File: src/rtl/deserializador.sv
// deserializador: serial-to-parallel converter feeding an N-bit data register.
// Bits are shifted in on qualified rising edges. A finished word is held on a
// valid/ready output until accepted. A sticky overrun flag is raised when a
// finished word has to be dropped because the previous one is still pending.
//
// state | meaning
// IDLE  | no partial word; bit_count = 0
// RECV  | partial word in progress; bit_count = bits received so far
module deserializador #(
    parameter int N         = 8,
    parameter bit MSB_FIRST = 1'b1
) (
    input  logic                 clk,
    input  logic                 rst_n,
    input  logic                 serial_in,
    input  logic                 bit_valid,
    input  logic                 clear,
    input  logic                 word_ready,
    output logic [N-1:0]         word_out,
    output logic                 word_valid,
    output logic                 busy,
    output logic [$clog2(N)-1:0] bit_count,
    output logic                 overrun
);

    localparam int CW = $clog2(N);

    typedef enum logic {
        IDLE = 1'b0,
        RECV = 1'b1
    } state_t;

    state_t         state;
    logic [N-1:0]   shift_reg;
    logic [N-1:0]   shift_next;
    logic           last_bit;
    logic           accept;

    // Next shift-register value, including the bit currently on serial_in,
    // so the completing edge can load the full word straight into word_out.
    always_comb begin
        shift_next = '0;
        if (MSB_FIRST) begin
            shift_next = {shift_reg[N-2:0], serial_in};
        end else begin
            shift_next = {serial_in, shift_reg[N-1:1]};
        end
    end

    assign last_bit = (bit_count == CW'(N - 1));
    assign accept   = word_valid && word_ready;

    // Receive FSM with registered outputs; hand-off and overrun are resolved on
    // the completing edge.
    always_ff @(posedge clk or negedge rst_n) begin
        if (!rst_n) begin
            state      <= IDLE;
            shift_reg  <= '0;
            word_out   <= '0;
            word_valid <= 1'b0;
            busy       <= 1'b0;
            bit_count  <= '0;
            overrun    <= 1'b0;
        end else begin
            // Acceptance is independent of the receive side; a load on the
            // same edge below overrides this and keeps word_valid high.
            if (accept) begin
                word_valid <= 1'b0;
            end

            if (clear) begin
                state     <= IDLE;
                busy      <= 1'b0;
                bit_count <= '0;
                shift_reg <= '0;
                overrun   <= 1'b0;
            end else if (bit_valid) begin
                shift_reg <= shift_next;
                case (state)
                    IDLE: begin
                        // N >= 2, so the first bit never completes a word.
                        state     <= RECV;
                        busy      <= 1'b1;
                        bit_count <= CW'(1);
                    end
                    RECV: begin
                        if (last_bit) begin
                            state     <= IDLE;
                            busy      <= 1'b0;
                            bit_count <= '0;
                            if (!word_valid || word_ready) begin
                                word_out   <= shift_next;
                                word_valid <= 1'b1;
                            end else begin
                                overrun <= 1'b1;
                            end
                        end else begin
                            bit_count <= bit_count + CW'(1);
                        end
                    end
                    default: begin
                        state <= IDLE;
                        busy  <= 1'b0;
                    end
                endcase
            end
        end
    end

endmodule

File: config.mk
export PLATFORM = sky130hd
export DESIGN_NAME = deserializador
export DESIGN_NICKNAME = d
export VERILOG_FILES = /design/src/rtl/deserializador.sv
export SDC_FILE = /design/constraint.sdc
export NUM_CORES = 1
export LEC_CHECK = 0
export BUFFER_PORTS_ARGS = -buffer_cell sky130_fd_sc_hd__buf_2
export CORE_MARGIN = 5
export CORE_UTILIZATION = 54
export CTS_BUF_LIST = sky130_fd_sc_hd__clkbuf_4
export DETAILED_ROUTE_END_ITERATION = 7
export PLACE_DENSITY_LB_ADDON = 0.1
export SYNTH_ARGS = -nofsm -noshare
export SYNTH_HDL_FRONTEND = slang
export SYNTH_SLANG_ARGS = --single-unit
File: constraint.sdc
create_clock -name clk -period 1.87 [get_ports clk]
set_clock_uncertainty 0.05 [all_clocks]
set_input_delay 0.2805 -clock clk [delete_from_list [all_inputs] [get_ports clk]]
set_output_delay 0.2805 -clock clk [all_outputs]
set_load 0.01 [all_outputs]
* Word level (Yosys, flattened, before mapping)
Index checks and enable logic that the tools add are counted.
** Storage, ports and cells
- Bits in registers :: 22
- Input bits :: 6
- Output and inout bits :: 14
- Logic and storage cells :: 47
** Cells by class
- Add/sub/neg operators :: 1
- Equality and inequality tests :: 3
- Muxes and demuxes :: 25
- Bitwise gates (word level) :: 2
- Reductions and logical operators :: 9
** Operators with widths (number)
- $mux W1 :: 17
- $mux W7 :: 2
- $mux W3 :: 3
- $pmux W3 S2 :: 1
- $reduce_bool A2 Y1 :: 3
- $reduce_and A5 Y1 :: 1
- $pmux W1 S2 :: 2
- $reduce_and A4 Y1 :: 1
- $add A3 B1 Y3 const B :: 1
- $eq A3 B3 Y1 const B :: 1
- $ne A3 B2 Y1 const B :: 1
- $ne A2 B2 Y1 const B :: 1
- $not A1 Y1 :: 2
- $reduce_and A2 Y1 :: 1
- $logic_and A1 B1 Y1 :: 1
- $logic_not A1 Y1 :: 1
- $logic_or A1 B1 Y1 :: 1

* Longest topological paths before layout
- Depth in word-level cells :: 7
- Mapped depth :: 5
- Mapped depth without buffers :: 5

* Worst setup path after synthesis
No wires, ideal clock.
- Kind :: register to register
- Start :: register bit_count[0]
- End :: register word_out[0]
- Library setup time :: 0.125 ns
- Arrival time :: 1.570 ns
- Required time :: 1.695 ns
- Slack :: 0.125 ns
- Stages on the path, launching flop included :: 6
- Path buffers :: 0
- Period minus slack after synthesis :: 1.745 ns
- Cell sequence :: dfrtp_1 ha_1 ha_1 nand3_2 nor3_4 mux2_2
** On the way
- Word-level cells in the longest chain between the ends :: 2
** Ends and longest elaborated chain
- from (decl) :: RTL line 22 : output logic [$clog2(N)-1:0] bit_count,
- from (signal assigned) :: RTL line 98 : bit_count <= bit_count + CW'(1);
- $eq A3 B3 Y1 :: RTL line 50 : assign last_bit = (bit_count == CW'(N - 1));
- $reduce_and A5 Y1 (no source line)
- to (signal assigned) :: RTL line 92 : word_out <= shift_next;
- to (decl) :: RTL line 19 : output logic [N-1:0] word_out,
No other way between the ends.
A chain may end at the register's enable or synchronous reset.

* Worst setup path after layout
- Start :: register bit_count[0]
- End :: register word_out[6]
The elaborated chain is that of the path after synthesis.

==> results.json <==
{
  "ioPinCount": 20,
  "p_leak_nw": 0.5949,
  "final_cells": 111,
  "min_from": "serial_in",
  "worstReg2RegStart": "bit_count[0]$_DFFE_PN0P_",
  "io_buffers": 19,
  "cts_buffers": 3,
  "ir_worst_vdd_mv": 0.7434,
  "dpl.hpwl_um": 1197,
  "period_share": 0.9386,
  "synth_area_per_cell_um2": 12.98,
  "avgRoutedWirePerCell_um": 15.29,
  "antenna_found_initial": 0,
  "multiInputGateArea_um2": 344.1,
  "reg2reg_slack_ns": 0.11,
  "cts.sinks": 22,
  "mostFrequentLayoutCells": "dfrtp_1 (22), buf_2 (19), nor2_1 (11)",
  "drive_above_1_share": 0.4000,
  "final_common_cell": "dfrtp_1",
  "finish.instance_area_um2": 1102,
  "worstPathArrival_ns": 1.90,
  "slew_headroom": 0.6810,
  "largest_reg_flops": 8,
  "tightest_slew_ns": 0.4786,
  "diodes": 0,
  "synth_cells": 70,
  "ys_ff_latch": 22,
  "drc_errors": 0,
  "required_ns": 2.02,
  "netlist_area_um2": 908.4,
  "outcome": "finished clean",
  "nNetsFinal": 104,
  "htree_levels": 1,
  "die_w_um": 51.02,
  "crit_path_top_delay_cell": "dfrtp_1",
  "pre_cts_slack_ns": 0.1241,
  "dp_cells": 105,
  "critPathLaunchType": "flip-flop",
  "cts.root.buffer_cell": "clkbuf_4",
  "seqCellArea_um2": 550.5,
  "synthDistinctLibCells": 20,
  "worstPathMaxFanout": 4,
  "initial_utilization": 0.5827,
  "clk_latency_ns": 0.30,
  "slew_viol_final": 0,
  "hold_violations": 0,
  "drv_cap": 0,
  "hold_path.class": "in -> reg",
  "endpoint_kind": "flip-flop",
  "coreArea_um2": 1559,
  "grt_max_degree": 23,
  "fill_cells": 118,
  "placed_area_um2": 1030,
  "yosysSeqAreaShare": 0.6061,
  "grt.total_usage": 0.1580,
  "syn_to_final_growth_pct": 21.35,
  "critPathKind": "reg -> reg",
  "grt_pass1_wl_um": 3063,
  "place.gp.congestion": 0.7511,
  "synth_fp_nets": 78,
  "cts_buffer_depth": 2,
  "drt_wl_total_um": 1697,
  "post-route-min-period_ns": 1.755,
  "clk_pin_slew_ns": 0.12,
  "viasPerCell": 5.477,
  "slowest_delay_ns": 0.42,
  "ant_nets": 0,
  "row_count": 14,
  "grt_pass1_vias": 635,
  "drt-pass1-iter-count": 4,
  "power_density_nw_per_um2": 812.7,
  "cpLargestDelayFamily": "flip-flops",
  "globalRouteOverflowTotal": 0,
  "cts_tree": "done",
  "drtIter0Drc": 19,
  "crit_start": "bit_count[0]$_DFFE_PN0P_",
  "path_buf_inv": 1,
  "die_area_um2": 2603,
  "dieHeight_um": 51.02,
  "cp_cell_sequence": "ha_1 -> ha_2 -> nand3_2 -> nor3_4 -> buf_4 -> mux2_2",
  "setup_ws_ns": 0.1148,
  "finalSetupViolations": 0,
  "max_freq_mhz": 569.7,
  "yosysWarnings": 0,
  "vias": 608
}
-- power by group --
part / internal (mW) / switching, mW / total, mW / leakage [nW]
registers: 0.483 / 0.00819 / 0.492 / 0.302
logic: 0.0202 / 0.0324 / 0.0526 / 0.265
clock network: 0.216 / 0.135 / 0.352 / 0.0279
total: 0.720 / 0.176 / 0.896 / 0.595
-- synthesized netlist by cell type (all sizes together) --
cell type	number	area share
a21oi	3	0.017
a41oi	1	0.0096
and2b	1	0.0083
buf	2	0.014
clkbuf	1	0.0041
dfrtp	22	0.61
ha	2	0.028
mux2	8	0.099
mux2i	7	0.077
nand2	1	0.0041
nand2b	2	0.014
nand3	3	0.022
nor2	11	0.045
nor2b	1	0.0069
nor3	1	0.018
o211ai	1	0.0083
o21ai	2	0.011
o21bai	1	0.0083
-- metrics by stage --
stage          hold WS, ns  TNS (ns)    util  power (mW)
2_1_floorplan     -0.06509         0       -      0.5249
3_3_place_gp        0.2140         0  0.6605      0.5489
3_5_place_dp        0.2168         0  0.6605      0.5509
4_1_cts             0.1688         0  0.7006      0.9074
5_1_grt             0.1456  -0.07953  0.7071      0.9540
6_report            0.1763         0  0.7071      0.8958
-- cell families after synthesis --
kind of cell,Yosys count,synth area share
AOI/OAI and AO/OA,8,0.05372
adders and majority gates,2,0.02754
buffers and inverters,3,0.01790
DFF,22,0.6061
muxes,15,0.1763
and+or+nand+nor,20,0.1185
-- metal layers --
metal  vias to the layer above  track usage  routed length (µm)
met1                       297       0.2176                 723
met4                         0      0.07623                   5
li1                        292            -                   -
met3                         2      0.04070                  90
met5                         -            0                   0
met2                        17       0.2318                 878
-- timing repair --
item | CTS | global route
endpoints found under the hold margin | 22 | 0
setup endpoints to repair | 0 | 8
resized for setup | 0 | 1
hold buffers | 1 | 0
buffers inserted | 0 | 1
-- layout make-up --
type / instances / area share
clock buffer: 3 / 0.02043
clock inverter: 1 / 0.02724
multi-input combinational: 45 / 0.3121
sequential: 22 / 0.4994
tap: 16 / 0.01816
timing repair buffer: 24 / 0.1226
-- final timing paths --
path                                            to  cells past startpoint
max reg2reg                word_out[6]$_DFFE_PN0P_                      6
max                        word_out[6]$_DFFE_PN0P_                      6
min                        word_out[0]$_DFFE_PN0P_                      2
max in group asynchronous  word_out[1]$_DFFE_PN0P_                      2
min in group asynchronous     word_valid$_DFF_PN0_                      2
min reg2reg                       busy$_DFFE_PN0P_                      2
-- worst reg2reg max path: cells and delay by family (launching register included) --
family,cells,cell delay [ns]
flops,1,0.42
fa+ha+maj,2,0.38
mux,1,0.33
simple gates,2,0.32
buf+inv,1,0.16
Power figures use the tool's default switching activity.
